<file path="src/rtl/sprdma_ctrl.sv">
// sprdma_ctrl: sprite-RAM DMA engine and CPU/DMA memory-bus arbiter
module sprdma_ctrl #(
  parameter logic [15:0] DMA_REG_ADDR = 16'h4014,
  parameter logic [15:0] DST_ADDR     = 16'h2004,
  parameter int          XFER_LEN     = 256
) (
  input  logic        clk,
  input  logic        rst,
  input  logic [15:0] cpu_addr_out,
  input  logic [7:0]  cpu_data_out,
  input  logic        cpu_wen,
  input  logic        cpu_ren,
  output logic [7:0]  cpu_data_in,
  output logic        cpu_rdy,
  output logic [15:0] mem_addr_out,
  output logic [7:0]  mem_data_out,
  output logic        mem_wen,
  output logic        mem_ren,
  input  logic [7:0]  mem_data_in,
  output logic        dma_busy,
  output logic        dma_done
);
  typedef enum logic [1:0] {IDLE, HALT, ALIGN, XFER} state_t;
  localparam logic [7:0] LAST = 8'(XFER_LEN - 1);
  state_t     state_q;
  logic       wr_q, cyc_odd_q, done_q;
  logic [7:0] page_q, idx_q, byte_buf_q;
  logic       idle, rd, wr, trig;
  assign trig = cpu_wen && cpu_addr_out == DMA_REG_ADDR;
  // FSM: HALT aligns the first read onto an even cycle, then XFER alternates RD/WR per byte
  always_ff @(posedge clk) begin
    if (rst) begin
      state_q    <= IDLE;
      wr_q       <= 1'b0;
      cyc_odd_q  <= 1'b0;
      done_q     <= 1'b0;
      page_q     <= '0;
      idx_q      <= '0;
      byte_buf_q <= '0;
    end else begin
      cyc_odd_q <= ~cyc_odd_q;
      done_q    <= 1'b0;
      case (state_q)
        IDLE: if (trig) begin
          page_q  <= cpu_data_out;
          idx_q   <= '0;
          state_q <= HALT;
        end
        HALT: begin
          state_q <= cyc_odd_q ? XFER : ALIGN;
          wr_q    <= 1'b0;
        end
        ALIGN: begin
          state_q <= XFER;
          wr_q    <= 1'b0;
        end
        default: if (!wr_q) begin
          byte_buf_q <= mem_data_in;
          wr_q       <= 1'b1;
        end else if (idx_q == LAST) begin
          state_q <= IDLE;
          done_q  <= 1'b1;
          wr_q    <= 1'b0;
        end else begin
          idx_q <= idx_q + 8'd1;
          wr_q  <= 1'b0;
        end
      endcase
    end
  end
  // bus mux: CPU passes straight through when idle, otherwise the DMA owns the bus
  always_comb begin
    idle         = state_q == IDLE;
    rd           = state_q == XFER && !wr_q;
    wr           = state_q == XFER && wr_q;
    mem_addr_out = idle ? cpu_addr_out : rd ? {page_q, idx_q} : wr ? DST_ADDR : 16'h0000;
    mem_data_out = idle ? cpu_data_out : wr ? byte_buf_q : 8'h00;
    mem_wen      = idle ? cpu_wen : wr;
    mem_ren      = idle ? cpu_ren : rd;
    cpu_data_in  = idle ? mem_data_in : 8'h00;
    cpu_rdy      = idle;
    dma_busy     = !idle;
    dma_done     = done_q;
  end
endmodule

</file>
<file path="config.mk">
export PLATFORM = sky130hd
export DESIGN_NAME = sprdma_ctrl
export DESIGN_NICKNAME = d
export VERILOG_FILES = /design/src/rtl/sprdma_ctrl.sv
export SDC_FILE = /design/constraint.sdc
export NUM_CORES = 1
export LEC_CHECK = 0
export ABC_AREA = 1
export BUFFER_PORTS_ARGS = -buffer_cell sky130_fd_sc_hd__buf_2
export CAP_MARGIN = 20
export CORE_MARGIN = 2
export CORE_UTILIZATION = 46
export DETAILED_ROUTE_END_ITERATION = 12
export GPL_ROUTABILITY_DRIVEN = 0
export PLACE_DENSITY = 0.78
export SLEW_MARGIN = 20
export SYNTH_ARGS = -nofsm -noshare
export SYNTH_HDL_FRONTEND = slang
export SYNTH_SLANG_ARGS = --single-unit
export TNS_END_PERCENT = 100
</file>
<file path="constraint.sdc">
create_clock -name clk -period 1.95 [get_ports clk]
set_input_delay 0.39 -clock clk [delete_from_list [all_inputs] [get_ports clk]]
set_output_delay 0.39 -clock clk [all_outputs]
set_load 0.02 [all_outputs]
</file>
==> implementation parameters <==
Parameter                              Value

Run status
  Status ... completed

Hold path
  Hold path endpoint ... idx_q[4]$_SDFFE_PP0P_
  WHS Path Cells ... 2
  Hold path start ... rst
  Worst hold path type ... primary input to register

Floorplanning
  Initial core utilization ... 47.3%
  Number of rows in the core area ... 23
  Die area ... 0.00458 sq mm
  Placeable core area ... 0.00394 sq mm
  Die boundary width ... 67.7 um
  # IOs ... 73
  Die Ht ... 67.7 um

Layout
  Number of fill cells in the layout ... 369
  Final cell count without fillers ... 422
  # diodes ... 0
  Post-layout utilization of the core ... 62.5%
  Count of nets after finishing ... 412
  Fraction of final layout cells sized beyond drive strength 1 ... 31.5%
  Combined flip-flop and latch cell area ... 586 sq um
  Area of the multi-input gates ... 0.00106 sq mm
  Area growth syn-to-layout ... 32.1%

Drt
  TritonRoute pass-1 iters ... 4
  Number of vias after detailed routing ... 2076
  Drt total wl ... 4.93 mm
  DRC Markers ... 0
  Initial DRC count ... 111
  Vias per cell ... 4.92
  Number of nets still failing antenna checks after routing ... 0
  Wire length per cell ... 11.7 um

Global routing
  Wire length of the first global-routing pass ... 7.47 mm
  Number of global-route vias before repair ... 1701
  Total congestion overflow ... 0
  Total GRT Usage ... 21.3%
  Largest net degree at the start of global routing ... 18
  Initial antenna violation count ... 0

STA
  Actual slew at the worst max-slew pin ... 395 ps
  Final Setup Violations ... 0
  Max Slew Vio Count ... 0
  Period utilisation layout ... 97.8%
  Remaining max-slew budget at the tightest pin ... 73.6%
  Clock Skew ... 9.00 ps
  Number of endpoints with negative hold slack in the final report ... 0
  Worst-case hold slack ... 406 ps
  Top achievable clock speed ... 0.524 GHz
  Tmin final ... 1910 ps
  Unrepaired setup endpoints after global routing ... true
  Sum of negative setup slack ... 0 ps

Placement
  Input/output buffers ... 72
  Inst Count DP ... 413
  HPWL after detailed placement ... 3.73 mm

Setup path
  Crit path max fanout ... 4
  Kind of end point of the critical path ... output port
  Startpoint of the worst register-to-register path ... state_q[1]$_SDFFE_PP0P_
  Capture instance of the worst register-to-register path ... idx_q[1]$_SDFFE_PP0P_
  Data arrival time of the worst path ... 1520 ps
  Worst reg-to-reg path cell count ... 9
  Crit start category ... register
  Slack of the worst reg-to-reg path ... 340 ps
  Worst path required time ... 1560 ps
  Worst setup path class ... register to output port

Clocking
  Clock Latency Late Sink ... 280 ps
  Register clock-pin slew on the reported worst setup and hold paths ... 60 ps
  Buffer depth of the longest clock path ... 2
  Clock tree from TritonCTS ... yes
  # H-tree levels ... 2
  Inserted Clock Buffers ... 5
  Clk root buf ... clkbuf_8
  Hold-fix buffers at CTS ... 0
  Total clock sinks ... 29

Synthesis
  Seq/Total Area, Yosys ... 31.1%
  Average instance area after synthesis ... 6.28 sq um
  Library cell with the largest summed area after synthesis ... dfxtp_1
  Top cell type's share of synthesized area ... 31.1%
  Number of instances in the synthesized netlist ... 297
  Top area cells in the synthesized netlist ... dfxtp_1 31%, nand2_1 16%, inv_1 11%, o21ai_0 6.7%, a21oi_1 5.6%
  Synthesized Nets ... 338
  Yosys synthesis warning count ... 0
  Yosys reg bits ... 29
  Distinct cell type count of the synthesized netlist ... 26
  Post-Synthesis Cell Area ... 0.00186 sq mm

Power and ir drop
  Static leakage ... 1.19 nW
  IR Drop Worst-Case VDD ... 0.000398 V
  P per Cell Area ... 512 mW/mm^2

Flow run
  Reported max-cap violation count ... 0
[routing by layer]
layer / up-vias / share of wire [%] / global-route usage [%]
met3: 12 / 5.7 / 3.50
met4: 0 / 2.2 / 9.69
met2: 69 / 47 / 35.3
li1: 1082 / - / -
met1: 913 / 45 / 26.7
met5: - / 0 / 0
[cells by family after synthesis]
group                    share of synthesized area (%)
AO/OA/AOI/OAI                                     18.3
adder cells (fa/ha/maj)                           3.36
buffers and inverters                             14.9
flip-flops                                        31.1
AND/OR/NAND/NOR                                   31.8
XOR/XNOR                                         0.470
[flip-flops by register name, summed over array words and instances, names as in the netlist]
register / flops
cyc_odd_q: 1
wr_q: 1
idx_q: 8
byte_buf_q: 8
page_q: 8
dma_done: 1
state_q: 2
[placed cells by master, fill, tap and decap left out, types with 2 or more instances in the layout]
| cell | count |
|---|---|
| a21oi_1 | 21 |
| a21oi_2 | 3 |
| buf_2 | 59 |
| buf_4 | 18 |
| buf_6 | 2 |
| clkbuf_8 | 5 |
| clkinv_2 | 2 |
| dfxtp_1 | 27 |
| ha_1 | 3 |
| inv_1 | 53 |
| inv_2 | 3 |
| nand2_1 | 76 |
| nand2_4 | 3 |
| nand3_1 | 10 |
| nand3_2 | 5 |
| nand4_1 | 2 |
| nor2_1 | 24 |
| nor2_2 | 2 |
| nor3_1 | 2 |
| o21ai_0 | 14 |
| o21ai_1 | 12 |
| o22ai_1 | 7 |
| o22ai_2 | 4 |
[worst max-delay path by stage]
stage	to	slack, ps	start	depth (start not counted)
global route	mem_addr_out[1]	-10	state_q[1]$_SDFFE_PP0P_	7
CTS	mem_data_out[6]	-2	state_q[0]$_SDFFE_PP0P_	6
global placement	mem_addr_out[14]	250	state_q[0]$_SDFFE_PP0P_	7
floorplan	mem_addr_out[10]	-9	state_q[0]$_SDFFE_PP0P_	6
finish	mem_addr_out[0]	40	state_q[1]$_SDFFE_PP0P_	6
detailed placement	mem_addr_out[3]	170	state_q[0]$_SDFFE_PP0P_	7
[where the power goes]
| part | total (W) | leakage, nW | switching [W] | internal [W] |
|---|---|---|---|---|
| clock | 0.000465 | 0.0450 | 0.000219 | 0.000246 |
| sequential | 0.000593 | 0.235 | 0.000000818 | 0.000593 |
| combinational | 0.000203 | 0.908 | 0.000119 | 0.0000843 |
[critical path, cell delays in order (launching register included)]
cell	delay [ps]
dfxtp_4	370
inv_2	50
ha_4	180
nor2_4	90
nand2_2	80
o21ai_0	250
buf_2	220
[cell type report]
class / instances / share of cell area (%)
tap: 50 / 2.54
clock inverter: 2 / 0.406
timing repair buffer: 79 / 18.4
inverter: 57 / 8.79
sequential: 29 / 23.8
multi-input combinational: 199 / 43.2
clock buffer: 6 / 2.95
[cell usage after synthesis]
cell type  instances
nand2_1           77
inv_1             55
dfxtp_1           29
nor2_1            25
o21ai_0           25
a21oi_1           21
o22ai_1           11
nand3_1           10
buf_2              9
nand3_2            6
ha_1               5
a21oi_2            3
nand2_4            3
clkbuf_1           2
inv_2              2
nand4_1            2
nor2_2             2
nor3_1             2
and3_1             1
buf_6              1
nand4_2            1
nor4_1             1
o21ai_1            1
o21bai_2           1
or2_2              1
xor2_1             1
[stage by stage]
step | total power [W] | setup WS (ps) | instance area (sq um)
2_1_floorplan | 0.000714 | -9.22 | 1870
5_1_grt | 0.00132 | -10.6 | 2460
3_3_place_gp | 0.000797 | 253 | 2270
6_report | 0.00126 | 42.3 | 2460
4_1_cts | 0.00126 | -2.17 | 2370
3_5_place_dp | 0.000798 | 175 | 2270
[timing repair]
action                                  in CTS  in global routing
gates cloned                                 0                  1
endpoints found under the setup margin      23                 25
resized for setup                            9                 35
pin swaps                                    0                  1
buffers inserted                             0                  0
Power figures use the tool's default switching activity.
